$ cat config.mk
export PLATFORM = sky130hd
export DESIGN_NAME = fetch_pc_unit
export DESIGN_NICKNAME = d
export VERILOG_FILES = /design/src/rtl/fetch_pc_unit.sv
export SDC_FILE = /design/constraint.sdc
export NUM_CORES = 1
export LEC_CHECK = 0
export CORE_ASPECT_RATIO = 1.75
export CORE_MARGIN = 2
export CORE_UTILIZATION = 39
export CTS_BUF_LIST = sky130_fd_sc_hd__clkbuf_8
export DETAILED_ROUTE_END_ITERATION = 10
export GPL_TIMING_DRIVEN = 0
export PLACE_DENSITY = 0.9
export SLEW_MARGIN = 5
export SYNTH_ARGS = -nofsm -noshare
export SYNTH_HDL_FRONTEND = slang
export SYNTH_SLANG_ARGS = --single-unit
$ cat constraint.sdc
create_clock -name CLK -period 3.3 [get_ports CLK]
set_input_delay 0.66 -clock CLK [delete_from_list [all_inputs] [get_ports CLK]]
set_output_delay 0.66 -clock CLK [all_outputs]
set_load 0.05 [all_outputs]
$ cat src/rtl/fetch_pc_unit.sv
// Program counter and fetch control for the single-cycle CPU: run/step/halt
// sequencing, branch resolution, commit strobe and retired-instruction count.
module fetch_pc_unit #(
    parameter logic [7:0]  PC_RESET = 8'h00,
    parameter int unsigned CNT_W    = 16
) (
    input  logic             CLK,
    input  logic             RESET,
    input  logic             RUN,
    input  logic             STEP,
    input  logic [15:0]      INSTR,
    input  logic [15:0]      RS_DATA,
    input  logic [15:0]      RT_DATA,
    output logic [7:0]       ADDR,
    output logic             ADV,
    output logic             BR_TAKEN,
    output logic             HALTED,
    output logic [CNT_W-1:0] RETIRED
);

    localparam int unsigned PC_W  = 8;
    localparam int unsigned OPC_W = 4;

    localparam logic [OPC_W-1:0] OPC_BEQ  = 4'b1000;
    localparam logic [OPC_W-1:0] OPC_BNE  = 4'b1001;
    localparam logic [OPC_W-1:0] OPC_BGEZ = 4'b1010;
    localparam logic [OPC_W-1:0] OPC_BLTZ = 4'b1011;

    logic [PC_W-1:0]  pc;
    logic             halted;
    logic [CNT_W-1:0] retired;
    logic             step_q;

    logic             step_edge;
    logic             req;
    logic             is_halt_word;
    logic             adv;
    logic             br_cond;
    logic             taken;
    logic [PC_W-1:0]  br_offset;
    logic [PC_W-1:0]  next_pc;
    logic             retired_max;

    // Request qualification: held STEP produces only one rising-edge request
    assign step_edge    = STEP & ~step_q;
    assign req          = RUN | step_edge;
    assign is_halt_word = (INSTR == 16'h0000);
    assign adv          = ~RESET & ~halted & req & ~is_halt_word;

    // Branch condition from opcode and register read data
    always_comb begin
        br_cond = 1'b0;
        unique case (INSTR[15:12])
            OPC_BEQ:  br_cond = (RS_DATA == RT_DATA);
            OPC_BNE:  br_cond = (RS_DATA != RT_DATA);
            OPC_BGEZ: br_cond = ~RS_DATA[15];
            OPC_BLTZ: br_cond = RS_DATA[15];
            default:  br_cond = 1'b0;
        endcase
    end

    assign taken = adv & br_cond;

    // Word offset, sign-extended and scaled to bytes; relative to the branch itself
    assign br_offset = {INSTR[5], INSTR[5:0], 1'b0};
    assign next_pc   = taken ? (pc + br_offset) : (pc + PC_W'(2));

    assign retired_max = (retired == {CNT_W{1'b1}});

    always_ff @(posedge CLK) begin
        if (RESET) begin
            pc      <= PC_RESET;
            halted  <= 1'b0;
            retired <= '0;
            step_q  <= 1'b0;
        end else begin
            step_q <= STEP;
            if (adv) begin
                pc <= next_pc;
            end
            if (adv && !retired_max) begin
                retired <= retired + CNT_W'(1);
            end
            if (!halted && req && is_halt_word) begin
                halted <= 1'b1;
            end
        end
    end

    assign ADDR     = pc;
    assign ADV      = adv;
    assign BR_TAKEN = taken;
    assign HALTED   = halted;
    assign RETIRED  = retired;

endmodule

==> results.sh, run 1 <==
export IMPL_busiest_layer="met2"
export IMPL_hold_viol_final=0
export IMPL_syn_num_nets=277
export IMPL_drtIter0Drc=49
export IMPL_dieWidth_um=55.1
export IMPL_worstSetupPathType="primary input to flip-flop"
export IMPL_crit_arrival_ps=3660
export IMPL_vias=1918
export IMPL_startpoint="STEP"
export IMPL_grt_pass1_wl_um=8180
export IMPL_fin_skew_ps=5.89
export IMPL_maxCapViolCount=0
export IMPL_p_leak_nw=1.05
export IMPL_reg2reg_slack_ps=270
export IMPL_grt_start_max_net_pins=15
export IMPL_ctsLongestPathBuffers=2
export IMPL_path_delay_family="compound AO/OA/AOI/OAI gates"
export IMPL_fp_dieArea_um2=5150
export IMPL_synth_main_ff_cell="dfxtp_1"
export IMPL_clock_fmax_ghz=0.283
export IMPL_place_ws_ps=-939
export IMPL_core_um2=4400
export IMPL_power_density_nw_per_um2=260
export IMPL_critical_path_max_fanout=7
export IMPL_end_kind="flip-flop"
export IMPL_synth_avg_cell_area_um2=8.22
export IMPL_wl_um=5370
export IMPL_start_util_pct=40.5
export IMPL_crit_required_ps=3420
export IMPL_synth_top_cell_area_share_pct=28.1
export IMPL_drc=0
export IMPL_slew_viol_final=0
export IMPL_rows=32
export IMPL_finish_instance_area_um2=2690
export IMPL_r2r_start="step_q$_SDFF_PP0_"
export IMPL_max_stage_delay_ps=480
export IMPL_cts_made_buffers=3
export IMPL_drt_wirelength_per_cell_um=15.3
export IMPL_grt_overflow_total=0
export IMPL_ctsHoldBuffers=0
export IMPL_synth_edf_count=0
export IMPL_synthTopCellsByArea="dfxtp_1, xnor2_1, nor2_1"
export IMPL_setup_ws_ps=-236
export IMPL_mappedNetlistArea_um2=1780
export IMPL_critical_path_depth=14
export IMPL_rsz0062_at_grt="yes"
export IMPL_critPathCapture="ADDR[7]$_SDFFE_PP0P_"
export IMPL_worst_path_buf_inv=2
export IMPL_synth_seq_cells=25
export IMPL_yosysMostFrequentCell="xnor2_1"
export IMPL_setup_viol=1
export IMPL_cts_sinks=25
export IMPL_slowest_stage="clkdlybuf4s50_1"
export IMPL_drtAntennaViolNets=0
export IMPL_tns_ps=-236
export IMPL_htree_levels=1
export IMPL_grt_antenna_before_repair=0
export IMPL_gp_congestion=0.839
export IMPL_reg2regPathDepth=13
export IMPL_routed_via_density=5.46
export IMPL_run_status="complete, but fails checks"
export IMPL_final_util_pct=61.0
export IMPL_stdcell_count=351
export IMPL_dpl_instance_area_um2=2620
export IMPL_antenna_cells=0
export IMPL_hpwl_um=4130
export IMPL_vdd_drop_max_uv=270
export IMPL_ioPinCount=79
export IMPL_globalRouteMet2Util_pct=41.3
export IMPL_yosysSeqAreaShare_pct=28.1
export IMPL_clk_insertion_delay_late_ps=260
export IMPL_hp_class="flip-flop to flip-flop"
export IMPL_die_height_um=93.5
export IMPL_synthCells=217
export IMPL_grt_pass1_vias=1993
export IMPL_period_needed_ps=3540
export IMPL_tritoncts="yes"
export IMPL_clkTransAtPathRegs_ps=90
export IMPL_grt_use_met3_pct=4.95
export IMPL_dp_cells=343
export IMPL_cp_start_kind="primary input"
export IMPL_syn_to_final_growth_pct=50.5
export IMPL_violations="negative setup slack"
export IMPL_grt_use_met1_pct=17.5
export IMPL_fin_nets=361
export IMPL_firstDrtPassIters=4
export IMPL_worst_pin_slew_ps=536
export IMPL_clockRootBuffer="clkbuf_8"
export IMPL_drive_above_1_share_pct=18.3
export IMPL_r2r_end="ADDR[7]$_SDFFE_PP0P_"
export IMPL_relSlewSlack_pct=64.1
export IMPL_synth_async_reset_ratio_pct=0
export IMPL_ys_types=44
export IMPL_synth_warnings=0
export IMPL_cp_cell_sequence="clkdlybuf4s50_1 > nand2b_1 > a21oi_2 > nand3_1 > or3_1 > ha_2 > inv_2 > fa_2 > nor2b_2 > o31a_1 > o21ai_2 > a211oi_1 > a311oi_1 > nand4_1"
export IMPL_synth_top_area_cell="dfxtp_1"
export IMPL_io_buffers=75
export IMPL_yosys_top_cells_count="xnor2_1, nor2_1, dfxtp_1"
export IMPL_fin_crit_sh_pct=107
export IMPL_grtUsageTotal_pct=21.0
## metal layers
layer  wire (µm)  vias up
met3         637       16
met4         209        0
met5           0        -
met2        2840       89
met1        1690      882
li1            -      931
## sequential cells by signal (all words and copies together), names as in the netlist
name     count
HALTED       1
ADDR         7
step_q       1
RETIRED     16
## cell families (layout without fill, tap and decap cells)
group                    count (synthesis)  after routing  share of synthesized area, %
AO/OA/AOI/OAI                           22             22                          7.85
XOR/XNOR                                36             36                          17.7
multiplexers                             5              5                          2.88
adder cells (fa/ha/maj)                  8              8                          6.03
flip-flops                              25             25                          28.1
other                                    1              1                         0.210
buffers and inverters                   18            101                          4.28
AND/OR/NAND/NOR                        102            102                          33.0
## what timing repair did
action | CTS | global route
gates resized for setup | 110 | 3
endpoints found under the setup margin | 6 | 3
setup buffers | 3 | 1
pin swaps | 30 | 1
## worst min path at each step
stage	cells past startpoint	start	endpoint	slack, ps
finish	2	ADDR[6]$_SDFFE_PP0P_	ADDR[6]$_SDFFE_PP0P_	520
global route	2	ADDR[6]$_SDFFE_PP0P_	ADDR[6]$_SDFFE_PP0P_	550
CTS	2	ADDR[6]$_SDFFE_PP0P_	ADDR[6]$_SDFFE_PP0P_	530
detailed placement	2	HALTED$_SDFFE_PP0P_	HALTED$_SDFFE_PP0P_	520
global placement	2	ADDR[6]$_SDFFE_PP0P_	ADDR[6]$_SDFFE_PP0P_	510
floorplan	4	step_q$_SDFF_PP0_	HALTED$_SDFFE_PP0P_	650
## layout make-up
class | count | area, µm²
fill | 378 | 1720
multi-input combinational | 174 | 1280
timing repair buffer | 79 | 713
sequential | 25 | 500
tap | 51 | 63.8
clock buffer | 3 | 41.3
buffer | 8 | 41.3
inverter | 10 | 37.5
clock inverter | 1 | 5.00
## power breakdown
part           internal [mW]  leakage [nW]  total (mW)  switching (mW)
clock network         0.0842        0.0255       0.177          0.0928
logic                 0.0976         0.820       0.203           0.105
registers              0.310         0.203       0.320         0.00946
total                  0.492          1.05       0.699           0.208
## placed cells by master, fill, tap and decap left out, types with 6 or more instances in the layout
cell type / Yosys / final
clkdlybuf4s50_1: 0 / 41
xnor2_1: 34 / 31
nor2_1: 30 / 30
dfxtp_1: 25 / 25
buf_2: 4 / 17
nand2_1: 11 / 11
nand4_1: 10 / 10
inv_1: 10 / 9
and3_1: 9 / 9
a21oi_1: 9 / 9
nor4_1: 9 / 8
clkdlybuf4s15_1: 0 / 8
nand3_1: 7 / 7
ha_1: 7 / 6
## metrics by stage
step	hold slack (ps)	power [mW]
finish	520	0.699
global route	555	0.737
CTS	533	0.705
detailed placement	518	0.535
global placement	505	0.531
floorplan	655	0.434
## worst register-to-register path: cells and delay by family (launching register included)
kind / cells / cell delay (ps)
adders and majority gates: 2 / 400
buffers and inverters: 1 / 60
and+or+nand+nor: 5 / 910
DFF: 1 / 300
AOI/OAI and AO/OA: 5 / 1230
(Power assumes the default switching activity.)
==> inputs of run 2 (changes only) <==
ABC_CLOCK_PERIOD_IN_PS = 3300   (was not set)
CAP_MARGIN = 20   (was not set)
SLEW_MARGIN = 20   (was 5)
==> results of run 2 <==
Final layout, timing and power as in run 1 (identical DEF).
==> inputs of run 3 (changes only) <==
CAP_MARGIN = not set   (was 20)
==> results of run 3 <==
Final layout, timing and power as in run 1 (identical DEF).
